===== src/rtl/gbc_capture_pkg.sv =====
// Shared types and constants for the GBC LCD capture block.
package gbc_capture_pkg;

    typedef enum logic [1:0] {
        IDLE       = 2'd0,
        WAIT_FRAME = 2'd1,
        CAPTURE    = 2'd2
    } cap_state_e;

    localparam int unsigned GBC_H_PIXELS = 160;
    localparam int unsigned GBC_V_PIXELS = 144;

    localparam int unsigned CM_RGB332 = 0;
    localparam int unsigned CM_GREY2  = 1;

    // Raw GBC pixel bus; DCLK travels with the data so they stay aligned through sync.
    typedef struct packed {
        logic       dclk;
        logic       cls;
        logic       sps;
        logic [2:0] data;
    } gbc_bus_t;

    localparam int unsigned BUS_W = $bits(gbc_bus_t);

    // Expand the 3 captured pixel bits into an 8-bit VRAM colour word.
    function automatic logic [7:0] expand_colour(input logic [2:0] pix, input int unsigned mode);
        if (mode == CM_GREY2) begin
            return {4{pix[1], pix[0]}};
        end
        return {{3{pix[0]}}, {3{pix[1]}}, {2{pix[2]}}};
    endfunction

endpackage


===== src/rtl/gbc_capture_sync_sync_edge.sv =====
// Multi-stage synchroniser for a bus with per-bit rise/fall detection on the synced value.
module gbc_sync_edge #(
    parameter int unsigned WIDTH  = 1,
    parameter int unsigned STAGES = 2
) (
    input  logic             clk,
    input  logic             rst,
    input  logic [WIDTH-1:0] async_in,
    output logic [WIDTH-1:0] sync,
    output logic [WIDTH-1:0] rise_c,
    output logic [WIDTH-1:0] fall_c
);

    logic [WIDTH-1:0] stage_q [STAGES];
    logic [WIDTH-1:0] prev_q;

    always_ff @(posedge clk) begin
        if (rst) begin
            for (int unsigned i = 0; i < STAGES; i++) begin
                stage_q[i] <= '0;
            end
            prev_q <= '0;
        end else begin
            stage_q[0] <= async_in;
            for (int unsigned i = 1; i < STAGES; i++) begin
                stage_q[i] <= stage_q[i-1];
            end
            prev_q <= stage_q[STAGES-1];
        end
    end

    assign sync   = stage_q[STAGES-1];
    assign rise_c = sync & ~prev_q;
    assign fall_c = ~sync & prev_q;

endmodule


===== src/rtl/gbc_capture_sync.sv =====
// GBC LCD capture: synchronises the pixel bus, tracks frame position and issues VRAM writes.
module gbc_capture_sync
    import gbc_capture_pkg::*;
#(
    parameter int unsigned H_PIXELS    = GBC_H_PIXELS,
    parameter int unsigned V_PIXELS    = GBC_V_PIXELS,
    parameter int unsigned ADDR_W      = 16,
    parameter int unsigned DOUBLE_BUF  = 1,
    parameter int unsigned COLOR_MODE  = CM_RGB332,
    parameter int unsigned SYNC_STAGES = 2
) (
    input  logic              i_clk,
    input  logic              i_rst,
    input  logic              i_enable,
    input  logic              i_gbcDCLK,
    input  logic              i_gbcCLS,
    input  logic              i_gbcSPS,
    input  logic [2:0]        i_gbcPixelData,
    output logic              o_vramWe,
    output logic [ADDR_W-1:0] o_vramWriteAddr,
    output logic [7:0]        o_vramDataOut,
    output logic              o_frameDone,
    output logic              o_frontBank,
    output logic              o_frameErr,
    output logic [7:0]        o_frameCount
);

    localparam int unsigned H_W        = (H_PIXELS > 1) ? $clog2(H_PIXELS) : 1;
    localparam int unsigned V_W        = (V_PIXELS > 1) ? $clog2(V_PIXELS) : 1;
    localparam int unsigned FRAME_SIZE = H_PIXELS * V_PIXELS;

    localparam logic [H_W-1:0]    H_LAST      = H_W'(H_PIXELS - 1);
    localparam logic [V_W-1:0]    V_LAST      = V_W'(V_PIXELS - 1);
    localparam logic [ADDR_W-1:0] BANK1_BASE  = ADDR_W'(FRAME_SIZE);
    localparam logic [ADDR_W-1:0] LINE_STRIDE = ADDR_W'(H_PIXELS);
    localparam logic              WBANK_RST   = (DOUBLE_BUF != 0);

    gbc_bus_t bus_raw;
    gbc_bus_t bus_sync;
    gbc_bus_t bus_rise;
    gbc_bus_t bus_fall;

    assign bus_raw = {i_gbcDCLK, i_gbcCLS, i_gbcSPS, i_gbcPixelData};

    gbc_sync_edge #(
        .WIDTH  (BUS_W),
        .STAGES (SYNC_STAGES)
    ) u_sync (
        .clk      (i_clk),
        .rst      (i_rst),
        .async_in (bus_raw),
        .sync     (bus_sync),
        .rise_c   (bus_rise),
        .fall_c   (bus_fall)
    );

    logic unused_bus_bits;
    assign unused_bus_bits = ^{bus_rise, bus_fall.cls, bus_fall.data, bus_sync.dclk, bus_sync.sps};

    logic dclk_fall_c;
    logic sps_fall_c;
    logic pixel_c;

    assign dclk_fall_c = bus_fall.dclk;
    assign sps_fall_c  = bus_fall.sps;
    assign pixel_c     = dclk_fall_c & bus_sync.cls;

    cap_state_e        state_q, state_n;
    logic [H_W-1:0]    h_q, h_n, wr_h;
    logic [V_W-1:0]    v_q, v_n, wr_v;
    logic              wbank_q, wbank_n;
    logic              front_q, front_n;
    logic [7:0]        count_q, count_n;
    logic              err_q, err_n;
    logic              we_q, we_n;
    logic [ADDR_W-1:0] addr_q, addr_n;
    logic [7:0]        data_q, data_n;
    logic              done_q, done_n;
    logic              write_c;

    // State register.
    always_ff @(posedge i_clk) begin
        if (i_rst) begin
            state_q <= IDLE;
        end else begin
            state_q <= state_n;
        end
    end

    // Position, bank, status and VRAM write registers.
    always_ff @(posedge i_clk) begin
        if (i_rst) begin
            h_q     <= '0;
            v_q     <= '0;
            wbank_q <= WBANK_RST;
            front_q <= 1'b0;
            count_q <= '0;
            err_q   <= 1'b0;
            we_q    <= 1'b0;
            addr_q  <= '0;
            data_q  <= '0;
            done_q  <= 1'b0;
        end else begin
            h_q     <= h_n;
            v_q     <= v_n;
            wbank_q <= wbank_n;
            front_q <= front_n;
            count_q <= count_n;
            err_q   <= err_n;
            we_q    <= we_n;
            addr_q  <= addr_n;
            data_q  <= data_n;
            done_q  <= done_n;
        end
    end

    // Next-state and write generation; a frame sync always rewinds the position before the pixel lands.
    always_comb begin
        state_n = state_q;
        h_n     = h_q;
        v_n     = v_q;
        wbank_n = wbank_q;
        front_n = front_q;
        count_n = count_q;
        err_n   = err_q;
        we_n    = 1'b0;
        addr_n  = addr_q;
        data_n  = data_q;
        done_n  = 1'b0;
        wr_h    = h_q;
        wr_v    = v_q;
        write_c = 1'b0;

        if (!i_enable) begin
            state_n = IDLE;
            err_n   = 1'b0;
        end else begin
            unique case (state_q)
                IDLE: begin
                    state_n = WAIT_FRAME;
                end
                WAIT_FRAME: begin
                    if (sps_fall_c) begin
                        state_n = CAPTURE;
                        wr_h    = '0;
                        wr_v    = '0;
                        h_n     = '0;
                        v_n     = '0;
                        write_c = pixel_c;
                    end
                end
                CAPTURE: begin
                    if (sps_fall_c) begin
                        err_n = 1'b1;
                        wr_h  = '0;
                        wr_v  = '0;
                        h_n   = '0;
                        v_n   = '0;
                    end
                    write_c = pixel_c;
                end
                default: begin
                    state_n = IDLE;
                end
            endcase
        end

        if (write_c) begin
            we_n   = 1'b1;
            addr_n = (wbank_q ? BANK1_BASE : '0) + (ADDR_W'(wr_v) * LINE_STRIDE) + ADDR_W'(wr_h);
            data_n = expand_colour(bus_sync.data, COLOR_MODE);
            if (wr_h == H_LAST) begin
                h_n = '0;
                if (wr_v == V_LAST) begin
                    v_n     = '0;
                    done_n  = 1'b1;
                    count_n = count_q + 8'd1;
                    front_n = wbank_q;
                    state_n = WAIT_FRAME;
                    if (DOUBLE_BUF != 0) begin
                        wbank_n = ~wbank_q;
                    end
                end else begin
                    v_n = wr_v + V_W'(1);
                end
            end else begin
                h_n = wr_h + H_W'(1);
            end
        end
    end

    assign o_vramWe        = we_q;
    assign o_vramWriteAddr = addr_q;
    assign o_vramDataOut   = data_q;
    assign o_frameDone     = done_q;
    assign o_frontBank     = front_q;
    assign o_frameErr      = err_q;
    assign o_frameCount    = count_q;

endmodule


===== config.mk =====
export PLATFORM = sky130hd
export DESIGN_NAME = gbc_capture_sync
export DESIGN_NICKNAME = d
export VERILOG_FILES = /design/src/rtl/gbc_capture_pkg.sv /design/src/rtl/gbc_capture_sync_sync_edge.sv /design/src/rtl/gbc_capture_sync.sv
export SDC_FILE = /design/constraint.sdc
export NUM_CORES = 1
export LEC_CHECK = 0
export ABC_AREA = 1
export BUFFER_PORTS_ARGS = -buffer_cell sky130_fd_sc_hd__buf_2
export CAP_MARGIN = 30
export CORE_ASPECT_RATIO = 1.2
export CORE_UTILIZATION = 30
export CTS_CLUSTER_DIAMETER = 60
export DETAILED_ROUTE_END_ITERATION = 7
export PLACE_DENSITY = 0.58
export SLEW_MARGIN = 20
export SYNTH_ARGS = -nofsm -noshare
export SYNTH_HDL_FRONTEND = slang
export SYNTH_HIERARCHICAL = 1
export SYNTH_SLANG_ARGS = --single-unit
export TNS_END_PERCENT = 50

===== constraint.sdc =====
create_clock -name i_clk -period 7.64 [get_ports i_clk]
set_input_delay 0.382 -clock i_clk [delete_from_list [all_inputs] [get_ports i_clk]]
set_output_delay 0.382 -clock i_clk [all_outputs]
set_load 0.01 [all_outputs]

After elaboration in Yosys (flattened, before gate mapping):

Memory sizes are Yosys's and may differ from the RTL's.
Index checks and enable logic that the tools add are counted.

* bitwise operators: 9
* equal/unequal tests: 4
* $add $sub $neg: 5
* mux-type cells: 28
* reduce and logical (&&, ||, !) cells: 6
* $mul: 1

Operator list (number)
* $mux 8: 11
* $add 8x1->8 const B: 3
* $add 15x16->16: 1
* $add 16x8->16: 1
* $eq 8x8->1 const B: 2
* $mux 15: 1
* $mux 6: 2
* $mul 8x3->11 const B: 1
* $mux 2: 5
* $mux 1: 7
* $and 6x6->6: 1
* $not 6->6: 1
* $pmux 2 s3: 1
* $not 1->1: 4
* $reduce_or 2->1: 2
* $reduce_and 3->1: 1
* $reduce_or 3->1: 1
* $eq 2x1->1 const B: 1
* $eq 2x2->1 const B: 1
* $logic_not 2->1: 1
* $or 1x1->1: 2
* $pmux 1 s2: 1
* $reduce_and 2->1: 1
* $and 1x1->1: 1

* memories: 1
* memory bits (writable): 12
* input bits: 9
* register bits after elaboration: 59
* logic and storage cells: 66

Memory list
* u_sync.stage_q: depth 2, bits a word 6, read ports 2, clocked after Yosys merged registers in 0, write ports 2, line gbc_capture_sync_sync_edge.sv:14 `logic [WIDTH-1:0] stage_q [STAGES];`

Logic depth before layout (Yosys ltp):

An unclocked memory read counts as a cell.

* word-level depth: 10
* mapped depth: 26
* mapped depth without buffers: 26

Modules after synthesis:

Netlist, hierarchy kept.

Modules (own cells, without submodules)
* gbc_capture_sync: times used 1, cells each 421, area an instance 2964.1 µm²
* gbc_sync_edge: times used 1, cells each 80, area an instance 634.4 µm²

Worst setup path before layout:

Ideal clock, no wire load.

* path kind: flip-flop to flip-flop
* from: reg state_q[0]
* to: reg addr_q[15] (netlist: o_vramWriteAddr[15])
* stages on the path, launching flop included: 27
* required time: 7.531 ns
* setup time: 0.109 ns
* arrival time: 3.627 ns
* path slack: 3.904 ns
* buffers on the path: 1
* cell sequence: dfxtp_1 inv_1 ha_1 nand3_4 buf_2 nand2_1 inv_1 ha_1 ha_1 fa_1 nand2_1 inv_1 o21ai_0 nand2_1 xnor2_1 inv_1 ha_1 a21oi_1 inv_1 nor2_1 nand2_1 inv_1 o21bai_1 nand2_1 nand3_1 nand2_1 inv_1

* longest elaborated chain between the ends: 7
* elaborated cells on any way between the ends: 12

Ends and longest elaborated chain
* start: declaration: line gbc_capture_sync.sv:68 `cap_state_e state_q, state_n;`
* start signal: assignment: line gbc_capture_sync.sv:86 `state_q <= state_n;`
* $eq 2x2->1 or $eq 2x1->1 (tied branches): line gbc_capture_sync.sv:138 `unique case (state_q)`
* $reduce_or 2->1 (no source line)
* $mux 8
* $mux 8: line gbc_capture_sync.sv:134 `if (!i_enable) begin`
* $mul 8x3->11: line gbc_capture_sync.sv:170 `addr_n = (wbank_q ? BANK1_BASE : '0) + (ADDR_W'(wr_v) * LINE_STRIDE) + ADDR_W'(wr_h);`
* $add 15x16->16: line gbc_capture_sync.sv:170
* $add 16x8->16: line gbc_capture_sync.sv:170
* end signal: assignment: line gbc_capture_sync.sv:111 `addr_q <= addr_n;`
* end: declaration: line gbc_capture_sync.sv:76 `logic [ADDR_W-1:0] addr_q, addr_n;`

Several ways; a longest one is shown, not always the timed one.
A chain may end at the register's enable or synchronous reset.

Worst setup path after layout:

Same ends and word-level chain as after synthesis.

==> metrics <==
Pwr Density=roughly 190 nW/um^2; Skew-Pair Late Insertion Delay=approximately 0.33 ns; slew margin rel.=47.6%; hold path depth=3; ant diodes=0; Hold Fails Final Rpt=0; Post-DP HPWL=5.34 mm; # IOs=45; number of global-route vias before repair=between 2000 and 3000; Mapped Cells=473; Period minus WS final=4.15 ns; worst vdd ir=roughly 0.13 mV; Max FO, Critical Path=19; setup TNS=0 ns; Clock Tree Buf Depth=2; startpoint type of the worst setup path=register; Synth Cell Area=approximately 3400 um^2; largest net degree at the start of global routing=36; post-DR wirelength/cell=10.8 um; Lkg Pwr=1.95 nW; Arrival @ worst endpoint=4.39 ns; syn avg cell area=about 7.2 um^2; share of cells above drive strength 1=between 10 and 15%; First DRT Iteration DRCs=111; CTS Hold Buffers Added=0; syn nets=roughly 510; clock tree root buffer cell=clkbuf_16; routability congestion estimate=0.838; Initial Utilization=30.9%; Die Y-Extent=119 um; I/O Buffers=44; DRC=0; Reg clk slew, reported paths=0.06 ns; row count=42; max_cap viols=0; final max-slew violation count=0; most frequent cells in the layout=82 x nand2_1, 80 x nor2_1, 71 x inv_1; Final Skew=0.00966 ns; Synthesis Warnings=6; WS Path Type=register to register; Total Wirelength=7.22 mm; H-tree depth=3; Final #Nets=540; fillers=1194; Hold Path Class=primary input to register; full die area=~12000 um^2; GRT overflow=0; chip width=a little under 100 um; initial antenna violation count=0; Setup Buffers After CTS=0; Clock Sinks=64; overall routing resource usage=13.0%; worst path required time=7.87 ns; Max Clk Rate=0.241 GHz; Worst Setup End Kind=register; vias per cell=4.44; Initial DRT Pass Iterations=5; leading cell type in the layout, fill and taps excluded=nand2_1; final worst-path cycle share=54.4%; CTS resizes=0; Worst-Margin Slew=0.786 ns; CTS buffer count=9; worst r2r path cells=25; global-route wire length before repair=12.2 mm; Area growth syn-to-layout=16.7%; CTS tree=built; vias after detailed routing=just under 3000; Core Region=11100 um^2; Antenna Nets Post-Route=0; RSZ-0062 raised after global routing=no; # setup viols final=0; post-layout util=36.0%; status=complete, no violations
## metal layers
metal / track usage [%] / part of all wire, % / vias to the layer above
met5: 0 / 0 / -
met4: 5.79 / 1.6 / 0
met3: 3.17 / 2.8 / 6
met2: 24.0 / 53 / 34
met1: 13.8 / 43 / 1355
li1: - / - / 1559
## sequential cells by signal (all words and copies together), names as in the netlist
name,flops
o_vramWriteAddr,16
u_sync/stage_q,12
h_q,8
o_frameCount,8
v_q,8
o_vramDataOut,3
state_q,2
u_sync/prev_q,2
o_frameDone,1
o_frameErr,1
o_frontBank,1
o_vramWe,1
wbank_q,1
## worst max-delay path, stage by stage (launching register included)
cell and delay, ns:
dfxtp_1 0.40, inv_1 0.11, ha_1 0.35, nand3_4 0.22, nand2_1 0.23, inv_1 0.10, ha_1 0.30, ha_1 0.24
fa_1 0.39, nand2_1 0.11, inv_1 0.04, o21ai_0 0.13, nand2_1 0.10, xnor2_1 0.14, inv_1 0.05, ha_1 0.33
a21oi_1 0.20, inv_1 0.06, nor2_1 0.09, nand2_1 0.10, inv_1 0.07, o21bai_1 0.07, nand2_1 0.06, nand3_1 0.06
nand2_1 0.07, inv_1 0.03
## report_power, final
group / leakage (nW) / internal (W) / total, W / switching (W)
registers: 0.518 / 0.000338 / 0.000339 / 0.00000134
logic: 1.29 / 0.00000458 / 0.0000153 / 0.0000107
clock network: 0.135 / 0.000250 / 0.000396 / 0.000146
total: 1.95 / 0.000593 / 0.000750 / 0.000158
## final cells by class
cell class              instances  area (um^2)  area share, %
multi-input cells             313         1720           43.2
well taps                     154          193           4.83
inverters                      76          287           7.18
clock inverters                 5         58.8           1.47
flip-flops and latches         64         1280           32.1
repair buffers                 44          220           5.52
clock buffers                  10          229           5.73
## per-stage QoR
step | instances | area [um^2] | hold slack, ns | power, W | setup slack [ns]
global route | 666 | 3990 | 0.248 | 0.000782 | 3.00
global placement | 651 | 3700 | 0.392 | 0.000361 | 3.62
floorplan | 473 | 3420 | 0.388 | 0.000358 | 3.90
CTS | 666 | 3990 | 0.240 | 0.000764 | 3.44
detailed placement | 651 | 3700 | 0.395 | 0.000362 | 3.45
finish | 666 | 3990 | 0.254 | 0.000750 | 3.49
## final timing paths
path	startpoint	to	slack [ns]
setup reg to reg	state_q[0]$_SDFF_PP0_	o_vramWriteAddr[15]$_SDFFE_PP0P_	3.49
hold / removal	i_gbcPixelData[2]	u_sync/stage_q[0][2]$_SDFF_PP0_	0.25
setup / recovery	state_q[0]$_SDFF_PP0_	o_vramWriteAddr[15]$_SDFFE_PP0P_	3.49
hold reg to reg	u_sync/stage_q[0][4]$_SDFF_PP0_	u_sync/stage_q[0][10]$_SDFF_PP0_	0.40
Power figures use the tool's default switching activity.
